[src/rtl/rr_prio_arbiter16.sv]
// 16-requester round-robin arbiter: rotating-start priority encode, registered
// one-hot grant with index, held until done, request drop, or hold timeout.
module rr_prio_arbiter16 #(
    parameter int N        = 16,
    parameter int IDW      = 4,
    parameter int MAX_HOLD = 64
) (
    input  logic           clk,
    input  logic           rst_n,
    input  logic [N-1:0]   req,
    input  logic           done,
    output logic [N-1:0]   grant,
    output logic [IDW-1:0] grant_id,
    output logic           grant_valid,
    output logic           timeout
);
    typedef enum logic {IDLE, BUSY} state_t;

    localparam int HCW = (MAX_HOLD > 0) ? $clog2(MAX_HOLD + 1) : 1;
    localparam logic [HCW-1:0] HOLD_LAST = HCW'((MAX_HOLD > 0) ? MAX_HOLD - 1 : 0);

    // Lowest set bit wins; callers pre-mask to get the rotating search order.
    function automatic logic [IDW-1:0] first_set(input logic [N-1:0] v);
        first_set = '0;
        for (int i = N - 1; i >= 0; i--)
            if (v[i]) first_set = IDW'(i);
    endfunction

    state_t         state, state_d;
    logic [IDW-1:0] ptr, ptr_d;
    logic [HCW-1:0] hold_cnt, cnt_d;
    logic [N-1:0]   grant_d, ptr_mask, masked;
    logic [IDW-1:0] id_d, win_id;
    logic           valid_d, to_d, rel_user, rel_hold;

    always_comb begin
        for (int i = 0; i < N; i++)
            ptr_mask[i] = (IDW'(i) >= ptr);
        masked = req & ptr_mask;
        win_id = (|masked) ? first_set(masked) : first_set(req);
    end

    always_comb begin
        state_d  = state;
        ptr_d    = ptr;
        cnt_d    = hold_cnt;
        grant_d  = grant;
        id_d     = grant_id;
        valid_d  = grant_valid;
        to_d     = 1'b0;
        rel_user = 1'b0;
        rel_hold = 1'b0;
        case (state)
            IDLE: begin
                if (|req) begin
                    grant_d = N'(1) << win_id;
                    id_d    = win_id;
                    valid_d = 1'b1;
                    cnt_d   = '0;
                    state_d = BUSY;
                end
            end
            BUSY: begin
                rel_user = done || !req[grant_id];
                rel_hold = (MAX_HOLD != 0) && (hold_cnt == HOLD_LAST);
                if (rel_user || rel_hold) begin
                    grant_d = '0;
                    id_d    = '0;
                    valid_d = 1'b0;
                    ptr_d   = grant_id + IDW'(1);
                    state_d = IDLE;
                    // A release the owner also asked for is not a timeout.
                    to_d    = !rel_user;
                end else if (hold_cnt != '1) begin
                    cnt_d = hold_cnt + HCW'(1);
                end
            end
            default: state_d = IDLE;
        endcase
    end

    always_ff @(posedge clk or negedge rst_n) begin
        if (!rst_n) begin
            state       <= IDLE;
            ptr         <= '0;
            hold_cnt    <= '0;
            grant       <= '0;
            grant_id    <= '0;
            grant_valid <= 1'b0;
            timeout     <= 1'b0;
        end else begin
            state       <= state_d;
            ptr         <= ptr_d;
            hold_cnt    <= cnt_d;
            grant       <= grant_d;
            grant_id    <= id_d;
            grant_valid <= valid_d;
            timeout     <= to_d;
        end
    end
endmodule

[config.mk]
export PLATFORM = sky130hd
export DESIGN_NAME = rr_prio_arbiter16
export DESIGN_NICKNAME = d
export VERILOG_FILES = /design/src/rtl/rr_prio_arbiter16.sv
export SDC_FILE = /design/constraint.sdc
export NUM_CORES = 1
export LEC_CHECK = 0
export BUFFER_PORTS_ARGS = -buffer_cell sky130_fd_sc_hd__buf_2
export CAP_MARGIN = 10
export CELL_PAD_IN_SITES_DETAIL_PLACEMENT = 0
export CELL_PAD_IN_SITES_GLOBAL_PLACEMENT = 2
export CORE_MARGIN = 4
export CORE_UTILIZATION = 35
export DETAILED_ROUTE_END_ITERATION = 6
export PLACE_DENSITY = 0.84
export SETUP_SLACK_MARGIN = 0.3
export SLEW_MARGIN = 10
export SYNTH_ARGS = -nofsm -noshare
export SYNTH_HDL_FRONTEND = slang
export SYNTH_SLANG_ARGS = --single-unit
[constraint.sdc]
create_clock -name clk -period 6.5 [get_ports clk]
set_input_delay 1.3 -clock clk [delete_from_list [all_inputs] [get_ports clk]]
set_output_delay 1.3 -clock clk [all_outputs]
set_load 0.01 [all_outputs]
; Word level (Yosys, flattened, before mapping)
; Index checks and enable logic that the tools add are counted.
[totals]
out_inout_bits = 22
regBits = 34
[op_classes]
bitwise = 2
muxes = 53
shift = 1
n_addsub = 2
n_lt_le_gt_ge = 17
n_eq_ne = 6
reduce_logical = 9
[ops]
columns = cell, count
row1 = two-way mux 4 bit, 35
row2 = ">= comparator 4 bit, first input constant", 8
row3 = two-way mux 16 bit, 2
row4 = one-hot mux 16 bit (2 select lines), 1
row5 = OR reduction 16 bit, 2
row6 = two-way mux 7 bit, 3
row7 = AND 16 bit, 1
row8 = ">= comparator 3 x 4 -> 1 bit, first input constant", 4
row9 = "<< shifter 1 x 4 -> 16 bit, first input constant", 1
row10 = one-hot mux 7 bit (2 select lines), 1
row11 = ">= comparator 1 x 4 -> 1 bit, first input constant", 2
row12 = ">= comparator 2 x 4 -> 1 bit, first input constant", 2
row13 = one-hot mux 4 bit (2 select lines), 1
row14 = "adder 7 x 1 -> 7 bit, second input constant", 1
row15 = "equality test 7 x 6 -> 1 bit, second input constant", 1
row16 = two-way mux 1 bit, 7
row17 = "!= test 7 bit, second input constant", 1
row18 = "less-than comparator 4 x 5 -> 1 bit, second input constant", 1
row19 = "adder 4 x 1 -> 4 bit, second input constant", 1
row20 = binary-select mux 1 bit (select 4 bit), 1
row21 = "!= test 2 x 1 -> 1 bit, second input constant", 2
row22 = "!= test 2 bit, second input constant", 2
row23 = one-hot mux 1 bit (2 select lines), 2
row24 = AND reduction 2 bit, 2
row25 = 4 further kinds, 6

; Logic depth before layout (Yosys ltp)
; Gate-level depths: netlist (run 1).
[logic_depth]
word_depth = 22
ltp_mapped = 10
mapped_depth_nobuf = 8

; Least setup slack after synthesis (run 1)
; No wires, ideal clock.
[synth_path]
path_kind = in2reg
startpoint = input port req[13]
endpoint = register grant[15]
setup_ns = 0.122
n_path_buf = 2
path_slack_ns = 3.491
arrival_time_ns = 2.888
path_stages = 8
cell_sequence = mux4_2 -> mux2_2 -> a22oi_4 -> o21ai_2 -> and2_4 -> buf_6 -> buf_6 -> a32o_1
[synth_via]
elab_chain_cells = 19
elab_cells_between_ends = 43
[synth_lines]
columns = item, line
row1 = from (decl), 10  ; input logic [N-1:0] req,
row2 = AND 16 bit, 39  ; masked = req & ptr_mask;
row3 = two-way mux 4 bit (14 in series), 26  ; if (v[i]) first_set = IDW'(i);
row4 = two-way mux 4 bit, 40  ; win_id = (|masked) ? first_set(masked) : first_set(req);
row5 = << shifter 1 x 4 -> 16 bit, 56  ; grant_d = N'(1) << win_id;
row6 = two-way mux 16 bit, 55  ; if (|req) begin
row7 = one-hot mux 16 bit (2 select lines), 53  ; case (state)
row8 = to (signal assigned), 95  ; grant <= grant_d;
row9 = to (decl), 12  ; output logic [N-1:0] grant,
; Parallel ways exist; a longest one is shown, timed or not. The select of a mux whose other input is x is not followed.
; A chain may end at the register's enable or synchronous reset.

; Final worst setup path (run 1)
[layout_path]
startpoint = input port req[7]
endpoint = register grant[10]
[layout_via]
elab_chain_cells = 13
elab_cells_between_ends = 31
[layout_lines]
columns = item, line
row1 = AND 16 bit, 39
row2 = two-way mux 4 bit (8 in series), 26
row3 = two-way mux 4 bit, 40
row4 = << shifter 1 x 4 -> 16 bit, 56
row5 = two-way mux 16 bit, 55
row6 = one-hot mux 16 bit (2 select lines), 53
; Parallel ways exist; a longest one is shown, timed or not. The select of a mux whose other input is x is not followed.

==> impl_results.md, run 1 <==
* Hold buffers post-CTS at 0
* Setup violation total in the final timing report at 0
* Routability cong. at 0.8236
* DR iter-0 viols at 99
* Achievable Freq at 316.8 MHz
* Vertical die dimension at 87.79 microns
* Final Slew Violations at 0
* Classification of the worst setup path: input pin to flip-flop
* Most common library cell in the layout ignoring fill and taps: sky130_fd_sc_hd__buf_2
* Flip-flop and latch count after synthesis at 34
* DIE AREA at 7707 sq um
* Count of TritonRoute iterations in the first routing pass at 4
* H-tree depth reported by CTS at 2
* Rows at 28
* Pre-CTS WS at 3.048 ns
* Max-Cap Viols at 0
* Number of setup buffers added after CTS at 0
* Clock insertion delay at the later pin of the skew report at 0.29 ns
* Final worst path period share at 0.4856
* Met2 layer wire length in the routed design at 2.661 mm
* Number of placed I/O pins at 41
* Finished Core Util at 0.4180
* TritonCTS Sinks at 34
* Share of synthesized registers carrying an async set or reset at 1.000
* Initial Util at 0.3677
* Layout cells sized above 1 at 0.2604
* DRC violations left at 0
* Setup clock skew after layout at 0.006238 ns
* TritonCTS buffer count at 5
* Cell types with the largest area share after synthesis: sky130_fd_sc_hd__dfrtp_1, sky130_fd_sc_hd__a32o_1, sky130_fd_sc_hd__mux4_2, sky130_fd_sc_hd__nor2_1, sky130_fd_sc_hd__buf_6
* Worst Max-Slew Pin Slew at 0.7461 ns
* Clock transition at the register clock pins on the worst setup and hold paths after CTS at 0.07 ns
* DRT Wirelength at 5.791 mm
* Diode count at 0
* Ys flop type: sky130_fd_sc_hd__dfrtp_1
* Initial antenna violation count at 0
* Overall via count from detail_route at 1996
* Total chip power at 1063 uW
* Required time of the critical path at 6.67 ns
* Critical path peak fanout at 15
* Remaining global-route overflow at 0
* Synth unique cells at 62
* Static Leakage at 0.001127 uW
* Path type of the worst min-delay path: flip-flop to flip-flop
* Uppermost signal routing layer after detailed routing: met4
* Slew HR at 0.5026
* Crit-path slowest cell: sky130_fd_sc_hd__or4_1
* Fin crit period at 3.156 ns
* Cell repeated most along the worst path: sky130_fd_sc_hd__nor2_1
* Power density normalized to cell area at 419.4 nW/um^2
* Buffer and inverter count on the worst path at 1
* Number of global-route vias before repair at 1873
* Summed negative setup slack over all endpoints at 0 ns
* Buffers added on ports at 40
* First-pass GRT wire length at 9.687 mm
* Net count after synthesis at 250
* Met1 wire length at 2.749 mm
* Synthesis-to-layout area growth at 13.70%
* Leading cell types in the layout, fill and taps excluded: sky130_fd_sc_hd__buf_2, sky130_fd_sc_hd__dfrtp_1, sky130_fd_sc_hd__nor2_1, sky130_fd_sc_hd__nand2_1, sky130_fd_sc_hd__a32o_1
* Critical path endpoint category: flip-flop
* Hold Slack at 0.4645 ns
* Gate count of the mapped netlist at 229
* Run status: completed
* Detail Route met3 WL at 302 microns
* Final hold violation count at 0
* Count of nets after finishing at 285
* Category of cells accounting for the largest share of critical-path delay: simple AND/OR/NAND/NOR gates
* Unrepaired setup endpoints after global routing: false
* Routed wire length per instance at 17.03 microns
* CTS resizes at 0
* Number of flops mapped to enable cells by yosys at 0
* Type of element launching the critical path: input pin
* Dpl hpwl at 4.304 mm
* Core Area at 6061 sq um
* Antenna Nets Post-Route at 0
* Buffer levels on the longest clock path at 2
* Sequential element share of the synthesized area at 0.3818
* Clock root buffer: sky130_fd_sc_hd__clkbuf_8
* Average cell area after synthesis at 9.731 sq um
* Overall Global Routing Usage at 0.1606
* CP max stage delay at 0.56 ns
* Fraction of post-synthesis cell area in the top cell type by area at 0.3818
* Worst-path cell chain: buf_2 > or4_1 > nor2_1 > a31o_2 > nor2_1 > o21ai_0 > nor2b_1 > a32o_1
* Clock tree from TritonCTS: built
* Number of warnings issued by yosys at 0
* PnR worst setup slack at 3.344 ns
* Syn Std Cell Area at 2228 sq um
* Die boundary width at 87.79 microns
* Post-synthesis cell type with the largest combined area: sky130_fd_sc_hd__dfrtp_1
* Maximum number of pins on one net before global-route repair at 35
* Via density at 5.871
* Critical path arrival at 3.33 ns
* Peak supply drop at 0.2149 mV
## Yosys cell counts (2+ instances only)
library cell,n
sky130_fd_sc_hd__mux2_2,3
sky130_fd_sc_hd__nor4_1,2
sky130_fd_sc_hd__o21ai_0,13
sky130_fd_sc_hd__nor2b_1,5
sky130_fd_sc_hd__buf_4,3
sky130_fd_sc_hd__clkbuf_1,2
sky130_fd_sc_hd__or4_1,3
sky130_fd_sc_hd__inv_1,7
sky130_fd_sc_hd__nand3_1,10
sky130_fd_sc_hd__a21oi_1,10
sky130_fd_sc_hd__a21boi_1,3
sky130_fd_sc_hd__ha_1,2
sky130_fd_sc_hd__nand4_1,5
sky130_fd_sc_hd__a32o_1,17
sky130_fd_sc_hd__nor2_1,19
sky130_fd_sc_hd__nand2_1,17
sky130_fd_sc_hd__mux4_2,4
sky130_fd_sc_hd__xor2_1,2
sky130_fd_sc_hd__o221ai_1,2
sky130_fd_sc_hd__nor3_1,3
sky130_fd_sc_hd__nand2b_1,4
sky130_fd_sc_hd__a31oi_1,2
sky130_fd_sc_hd__and3_1,2
sky130_fd_sc_hd__and2_1,3
sky130_fd_sc_hd__o21ai_1,8
sky130_fd_sc_hd__a31o_2,2
sky130_fd_sc_hd__a211oi_1,3
sky130_fd_sc_hd__buf_6,6
sky130_fd_sc_hd__dfrtp_1,34
## flip-flops by register name (all words and copies together) (netlist names)
name,count
grant_valid,1
timeout,1
grant_id,4
grant,16
hold_cnt,7
state,1
ptr,4
## kinds of logic (layout without fill, tap and decap cells)
kind of cell	count (synthesis)	in the layout	share of synthesized area
compound gates	81	81	0.2897
fa+ha+maj	2	2	0.01123
mux	8	8	0.06008
xor+xnor	3	3	0.01179
buf+inv	21	57	0.06120
simple gates	80	80	0.1842
flops	34	34	0.3818
## per-layer routing
metal | up-vias | GRT usage
met2 | 60 | 0.2452
li1 | 952 | -
met4 | 0 | 0.05439
met5 | - | 0
met1 | 976 | 0.2313
met3 | 8 | 0.02540
## final cells by class
type                       count  area [sq um]
tap                           75         93.84
clock buffer                   5         68.82
multi-input combinational    174          1241
inverter                       9         33.78
fill                         602          3527
clock inverter                 3         45.04
sequential                    34         850.8
timing repair buffer          40         200.2
## per-stage QoR
step                std cells  instance area, sq um
floorplan                 229                  2228
global placement          332                  2420
detailed placement        332                  2420
CTS                       340                  2534
global route              340                  2534
finish                    340                  2534
## where the power goes
group	total [uW]	switching, uW	internal, uW
clock network	196	81.8	114
registers	364	101	263
logic	503	297	206
## path summary, 6_finish.rpt
kind	slack (ns)	start	end	depth (start not counted)
setup reg to reg	3.89	ptr[1]	grant[13]	7
max in group asynchronous	4.95	rst_n	hold_cnt[1]	1
min in group asynchronous	1.08	rst_n	grant[6]	1
hold / removal	0.46	hold_cnt[6]	timeout	1
hold reg to reg	0.46	hold_cnt[6]	timeout	1
setup / recovery	3.34	req[7]	grant[10]	8
## worst reg2reg max path, stage by stage (launching register included)
cell	delay, ns
sky130_fd_sc_hd__dfrtp_1	0.66
sky130_fd_sc_hd__nand2_1	0.20
sky130_fd_sc_hd__o221ai_1	0.34
sky130_fd_sc_hd__o2111ai_2	0.24
sky130_fd_sc_hd__nor2_4	0.22
sky130_fd_sc_hd__inv_2	0.07
sky130_fd_sc_hd__o32a_1	0.47
sky130_fd_sc_hd__a32o_1	0.32
Power figures use the tool's default switching activity.
==> run 2, diff against run 1 <==
CORE_UTILIZATION = 34   (was 35)
PLACE_DENSITY = 0.83   (was 0.84)
clock period = 3.1 ns   (was 6.5 ns; I/O delays follow)
==> run 2 against run 1 <==
Against the previous run:
- register-to-register slack worse by 3.4 ns
- clock-buffer cell count up 1
- sequential power up 110%
- setup slack worse by 2.9 ns
- cell count up 1.2%
- routed wire length up 2.5%
- non-clock buffer count up 2
- power up 110%
- die area up 2.7%
- critical path type is now flip-flop to flip-flop
==> impl_results.md, run 2 (synthesized netlist as in run 1, its figures left out) <==
* Total chip power at 2191 uW
* Diode count at 0
* PnR worst setup slack at 0.4635 ns
* Critical path endpoint category: flip-flop
* End point of the critical path: grant[13]
* Routed wire length per instance at 17.25 microns
* Required time of the critical path at 3.27 ns
* Overall Global Routing Usage at 0.1536
* Classification of the worst setup path: flip-flop to flip-flop
* Core Area at 6350 sq um
* Synthesis-to-layout area growth at 13.70%
* Final Slew Violations at 0
* Setup clock skew after layout at 0.007866 ns
* Internal power at 1180 uW
* # placed instances at 336
* Part of the total power dissipated in sequential elements at 0.351
* Reg2reg path depth at 7
* Remaining global-route overflow at 0
* Hold Slack at 0.4075 ns
* Capture point of the worst reg-to-reg path: grant[13]
* Buffers added on ports at 40
* Antenna Nets Post-Route at 0
* Final hold violation count at 0
* Static Leakage at 0.001132 uW
* Power density normalized to cell area at 864.9 nW/um^2
* Overall via count from detail_route at 2012
* DR iter-0 viols at 114
* Worst setup path startpoint: ptr[0]
* DRC violations left at 0
* Vertical die dimension at 88.96 microns
* TritonCTS Sinks at 34
* Via density at 5.849
* First-pass GRT wire length at 9.501 mm
* Routability cong. at 0.8580
* Final worst path period share at 0.8505
* Buffer levels on the longest clock path at 2
* Non-filler cells, final at 344
* Switching Share at 0.4614
* Count of TritonRoute iterations in the first routing pass at 4
* Slew HR at 0.4926
* Clock tree from TritonCTS: built
* Run status: completed
* Pre-CTS WS at 0.4251 ns
* Initial antenna violation count at 0
* Clock insertion delay at the later pin of the skew report at 0.28 ns
* Startpoint of the most critical register-to-register path: ptr[0]
* Share of power burned in the clock network at 0.154
* Clock root buffer: sky130_fd_sc_hd__clkbuf_8
* Leading cell types in the layout, fill and taps excluded: sky130_fd_sc_hd__buf_2, sky130_fd_sc_hd__dfrtp_1, sky130_fd_sc_hd__nor2_1, sky130_fd_sc_hd__nand2_1, sky130_fd_sc_hd__a32o_1
* Flop-to-flop setup slack at 0.46 ns
* DIE AREA at 7913 sq um
* Largest registers in the final layout: grant x16, hold_cnt x7
* Critical path arrival at 2.80 ns
* Unrepaired setup endpoints after global routing: false
* TritonCTS buffer count at 5
* Critical path peak fanout at 13
* Layout cells sized above 1 at 0.2697
* Worst Max-Slew Pin Slew at 0.7612 ns
* Die boundary width at 88.96 microns
* Number of global-route vias before repair at 1959
* Most common library cell in the layout ignoring fill and taps: sky130_fd_sc_hd__buf_2
* Power share of the combinational group at 0.495
* Initial Util at 0.3509
* Summed negative setup slack over all endpoints at 0 ns
* Max FFs per register at 16
* Type of element launching the critical path: flip-flop
* Switching power total at 1011 uW
* Setup violation total in the final timing report at 0
* Clock transition at the register clock pins on the worst setup and hold paths after CTS at 0.07 ns
* DRT Wirelength at 5.934 mm
* H-tree depth reported by CTS at 2
* Number of placed I/O pins at 41
* Maximum number of pins on one net before global-route repair at 35
* Count of nets after finishing at 287
* Largest Register: grant
* Achievable Freq at 379.3 MHz
* Rows at 29
* Dpl hpwl at 4.398 mm
* Path type of the worst min-delay path: input pin to asynchronous set/reset pin
* Fin crit period at 2.636 ns
* Max-Cap Viols at 0
* Peak supply drop at 0.3873 mV
## run 2: changes by cell type in the layout (fill, tap and decap cells not counted), sizes merged
cell	before	now
bufinv	1	0
clkinv	1	2
clkinvlp	2	1
buf	40	42
clkbuf	5	6
## run 2: through the flow
stage	area, sq um	utilization
floorplan	2228	-
global placement	2437	0.3838
detailed placement	2437	0.3838
CTS	2532	0.3988
global route	2534	0.3990
finish	2534	0.3990
## run 2: area by class of cell
| cell class | instances | area, sq um |
|---|---|---|
| clock buffer | 6 | 82.58 |
| tap | 77 | 96.34 |
| clock inverter | 2 | 12.51 |
| timing repair buffer | 42 | 215.2 |
| sequential | 34 | 852.1 |
| multi-input combinational | 174 | 1241 |
| inverter | 9 | 33.78 |
| fill | 654 | 3816 |
## run 2: worst min path at each step
stage                     depth (start not counted)           to  slack (ns)
after floorplan                                   0     grant[0]        0.32
after global placement                            1      timeout        0.46
after detailed placement                          1      timeout        0.45
after CTS                                         1  grant_valid        0.44
after global routing                              1      timeout        0.47
final                                             1    grant[10]        0.41
## run 2: critical path: stages (launching register included)
cell                        delay [ns]
sky130_fd_sc_hd__dfrtp_1          0.62
sky130_fd_sc_hd__nand2_1          0.18
sky130_fd_sc_hd__o221ai_1         0.41
sky130_fd_sc_hd__o2111ai_2        0.26
sky130_fd_sc_hd__nor2_4           0.22
sky130_fd_sc_hd__inv_2            0.07
sky130_fd_sc_hd__o32a_1           0.47
sky130_fd_sc_hd__a32o_1           0.31
## run 2: routing by layer
metal | vias to the layer above | routed length (microns) | track usage
met5 | - | 0 | 0
met4 | 0 | 108 | 0.05277
met3 | 12 | 306 | 0.03502
met2 | 53 | 2849 | 0.2530
met1 | 986 | 2669 | 0.1993
li1 | 961 | - | -
## run 2: power groups by stage
stage	sequential, uW	clock, uW	combinational [uW]
3_5_place_dp	774	0	1080
3_3_place_gp	779	0	1070
2_1_floorplan	668	0	947
4_1_cts	765	350	1090
5_1_grt	789	375	1200
6_report	770	337	1080
## run 2: repair_timing
item,in CTS,in global routing
hold buffers,0,0
resized for setup,0,1
setup buffers,0,0
endpoints found under the setup margin,0,8
==> run 3, diff against run 2 <==
REMOVE_ABC_BUFFERS = 1   (was unset)
==> run 3 against run 2 <==
Against the previous run:
- global-route usage increased by 0.33 points
- critical path depth unchanged
- first-iteration DRC count increased by 29%
- critical endpoint is now grant[12]
- via count decreased by 0.55%
- sequential share of layout area decreased by 0.13 points
- sequential power decreased by 2%
- critical path type unchanged
- worst hold slack got worse by 0.0012 ns
- clock skew about the same
- core utilization increased by 0.099 points
- clock-buffer cell count unchanged
- largest power group unchanged
==> impl_results.md, run 3 (synthesized netlist as in run 1, its figures left out) <==
* Run status: completed
* DRT Wirelength at 5.942 mm
* Critical path peak fanout at 13
* Peak supply drop at 0.3453 mV
* Final Slew Violations at 0
* DRC violations left at 0
* Crit-path slowest cell: sky130_fd_sc_hd__dfrtp_1
* Layout cells sized above 1 at 0.2687
* # placed instances at 337
* Overall Global Routing Usage at 0.1569
* Clock tree from TritonCTS: built
* Buffer and inverter count on the worst path at 1
* First-pass GRT wire length at 9.673 mm
* Initial Util at 0.3509
* Fin crit period at 2.584 ns
* Initial antenna violation count at 0
* Required time of the critical path at 3.27 ns
* Critical path endpoint category: flip-flop
* Count of nets after finishing at 288
* Number of setup buffers added after CTS at 0
* Clock root buffer: sky130_fd_sc_hd__clkbuf_8
* Dpl hpwl at 4.404 mm
* Final hold violation count at 0
* TritonCTS buffer count at 5
* Routed wire length per instance at 17.22 microns
* Leading cell types in the layout, fill and taps excluded: sky130_fd_sc_hd__buf_2, sky130_fd_sc_hd__dfrtp_1, sky130_fd_sc_hd__nor2_1, sky130_fd_sc_hd__nand2_1, sky130_fd_sc_hd__a32o_1
* Fillers at 654
* Count of TritonRoute iterations in the first routing pass at 4
* Overall via count from detail_route at 2001
* Core Area at 6350 sq um
* CP max stage delay at 0.61 ns
* Path type of the worst min-delay path: input pin to asynchronous set/reset pin
* Most common library cell in the layout ignoring fill and taps: sky130_fd_sc_hd__buf_2
* Hold buffers post-CTS at 0
* DR iter-0 viols at 147
* H-tree depth reported by CTS at 2
* Worst-path cell chain: nand2_1 > o221ai_1 > o2111ai_2 > nor2_4 > inv_2 > o32a_1 > a32o_1
* Slew HR at 0.4860
* Unrepaired setup endpoints after global routing: false
* Summed negative setup slack over all endpoints at 0 ns
* Power density normalized to cell area at 863.2 nW/um^2
* Finished Core Util at 0.4000
* Via density at 5.800
* Remaining global-route overflow at 0
* Worst Max-Slew Pin Slew at 0.7711 ns
* Setup violation total in the final timing report at 0
* Static Leakage at 0.001139 uW
* Critical path arrival at 2.76 ns
* Worst setup path startpoint: ptr[0]
* Achievable Freq at 387.0 MHz
* Flop-to-flop setup slack at 0.52 ns
* Clock insertion delay at the later pin of the skew report at 0.28 ns
* Number of placed I/O pins at 41
* Number of global-route vias before repair at 1898
* Classification of the worst setup path: flip-flop to flip-flop
* Category of cells accounting for the largest share of critical-path delay: compound AO/OA/AOI/OAI gates
* Max-Cap Viols at 0
* Synthesis-to-layout area growth at 13.98%
* Routability cong. at 0.8191
* Reg2reg path depth at 7
* Final worst path period share at 0.8336
* Buffer levels on the longest clock path at 2
* Type of element launching the critical path: flip-flop
* Startpoint of the most critical register-to-register path: ptr[0]
* Vertical die dimension at 88.96 microns
* Instance count on the critical path at 7
* Diode count at 0
* Setup clock skew after layout at 0.007657 ns
* Rows at 29
* Clock transition at the register clock pins on the worst setup and hold paths after CTS at 0.07 ns
* Die boundary width at 88.96 microns
* Maximum number of pins on one net before global-route repair at 35
* DIE AREA at 7913 sq um
* Largest Register: grant
* Capture point of the worst reg-to-reg path: grant[12]
* TritonCTS Sinks at 34
* Largest registers in the final layout: grant x16, hold_cnt x7
* CTS resizes at 0
* Non-filler cells, final at 345
* Antenna Nets Post-Route at 0
* Buffers added on ports at 40
* End point of the critical path: grant[12]
* Max FFs per register at 16
==> run 3: layout make-up <==
class / count / area, sq um / area share
inverter: 9 / 33.78 / 0.01330
clock buffer: 6 / 82.58 / 0.03251
timing repair buffer: 43 / 222.7 / 0.08768
tap: 77 / 96.34 / 0.03793
sequential: 34 / 850.8 / 0.3350
clock inverter: 2 / 12.51 / 0.004926
multi-input combinational: 174 / 1241 / 0.4887
==> run 3: report_power, final <==
group          switching [uW]  total, uW  internal (uW)
clock                     165        343            179
combinational             644       1100            453
sequential                201        752            551
==> run 3: worst min-delay path by stage <==
| stage | from | end | slack [ns] | cells past startpoint |
|---|---|---|---|---|
| 2_1_floorplan | rst_n | grant[0] | 0.32 | 0 |
| 3_3_place_gp | grant_valid | grant_valid | 0.46 | 2 |
| 3_5_place_dp | hold_cnt[6] | timeout | 0.46 | 1 |
| 4_1_cts | rst_n | grant[1] | 0.43 | 1 |
| 5_1_grt | rst_n | grant[0] | 0.46 | 1 |
| 6_report | rst_n | grant[11] | 0.41 | 1 |
==> run 3: per-stage QoR <==
stage / area [sq um] / setup WS [ns] / total power (uW) / hold slack [ns]
5_1_grt: 2540 / 0.3449 / 2371 / 0.4587
4_1_cts: 2540 / 0.4920 / 2208 / 0.4315
6_report: 2540 / 0.5159 / 2193 / 0.4063
2_1_floorplan: 2126 / 0.7745 / 1472 / 0.3244
3_3_place_gp: 2445 / 0.4492 / 1857 / 0.4559
3_5_place_dp: 2445 / 0.4683 / 1861 / 0.4605
==> run 3: layer usage <==
| layer | vias to the layer above | wire length (microns) | global-route usage |
|---|---|---|---|
| met5 | - | 0 | 0 |
| met2 | 55 | 2953 | 0.2665 |
| met3 | 9 | 264 | 0.02857 |
| met4 | 0 | 104 | 0.05413 |
| li1 | 960 | - | - |
| met1 | 977 | 2620 | 0.2012 |
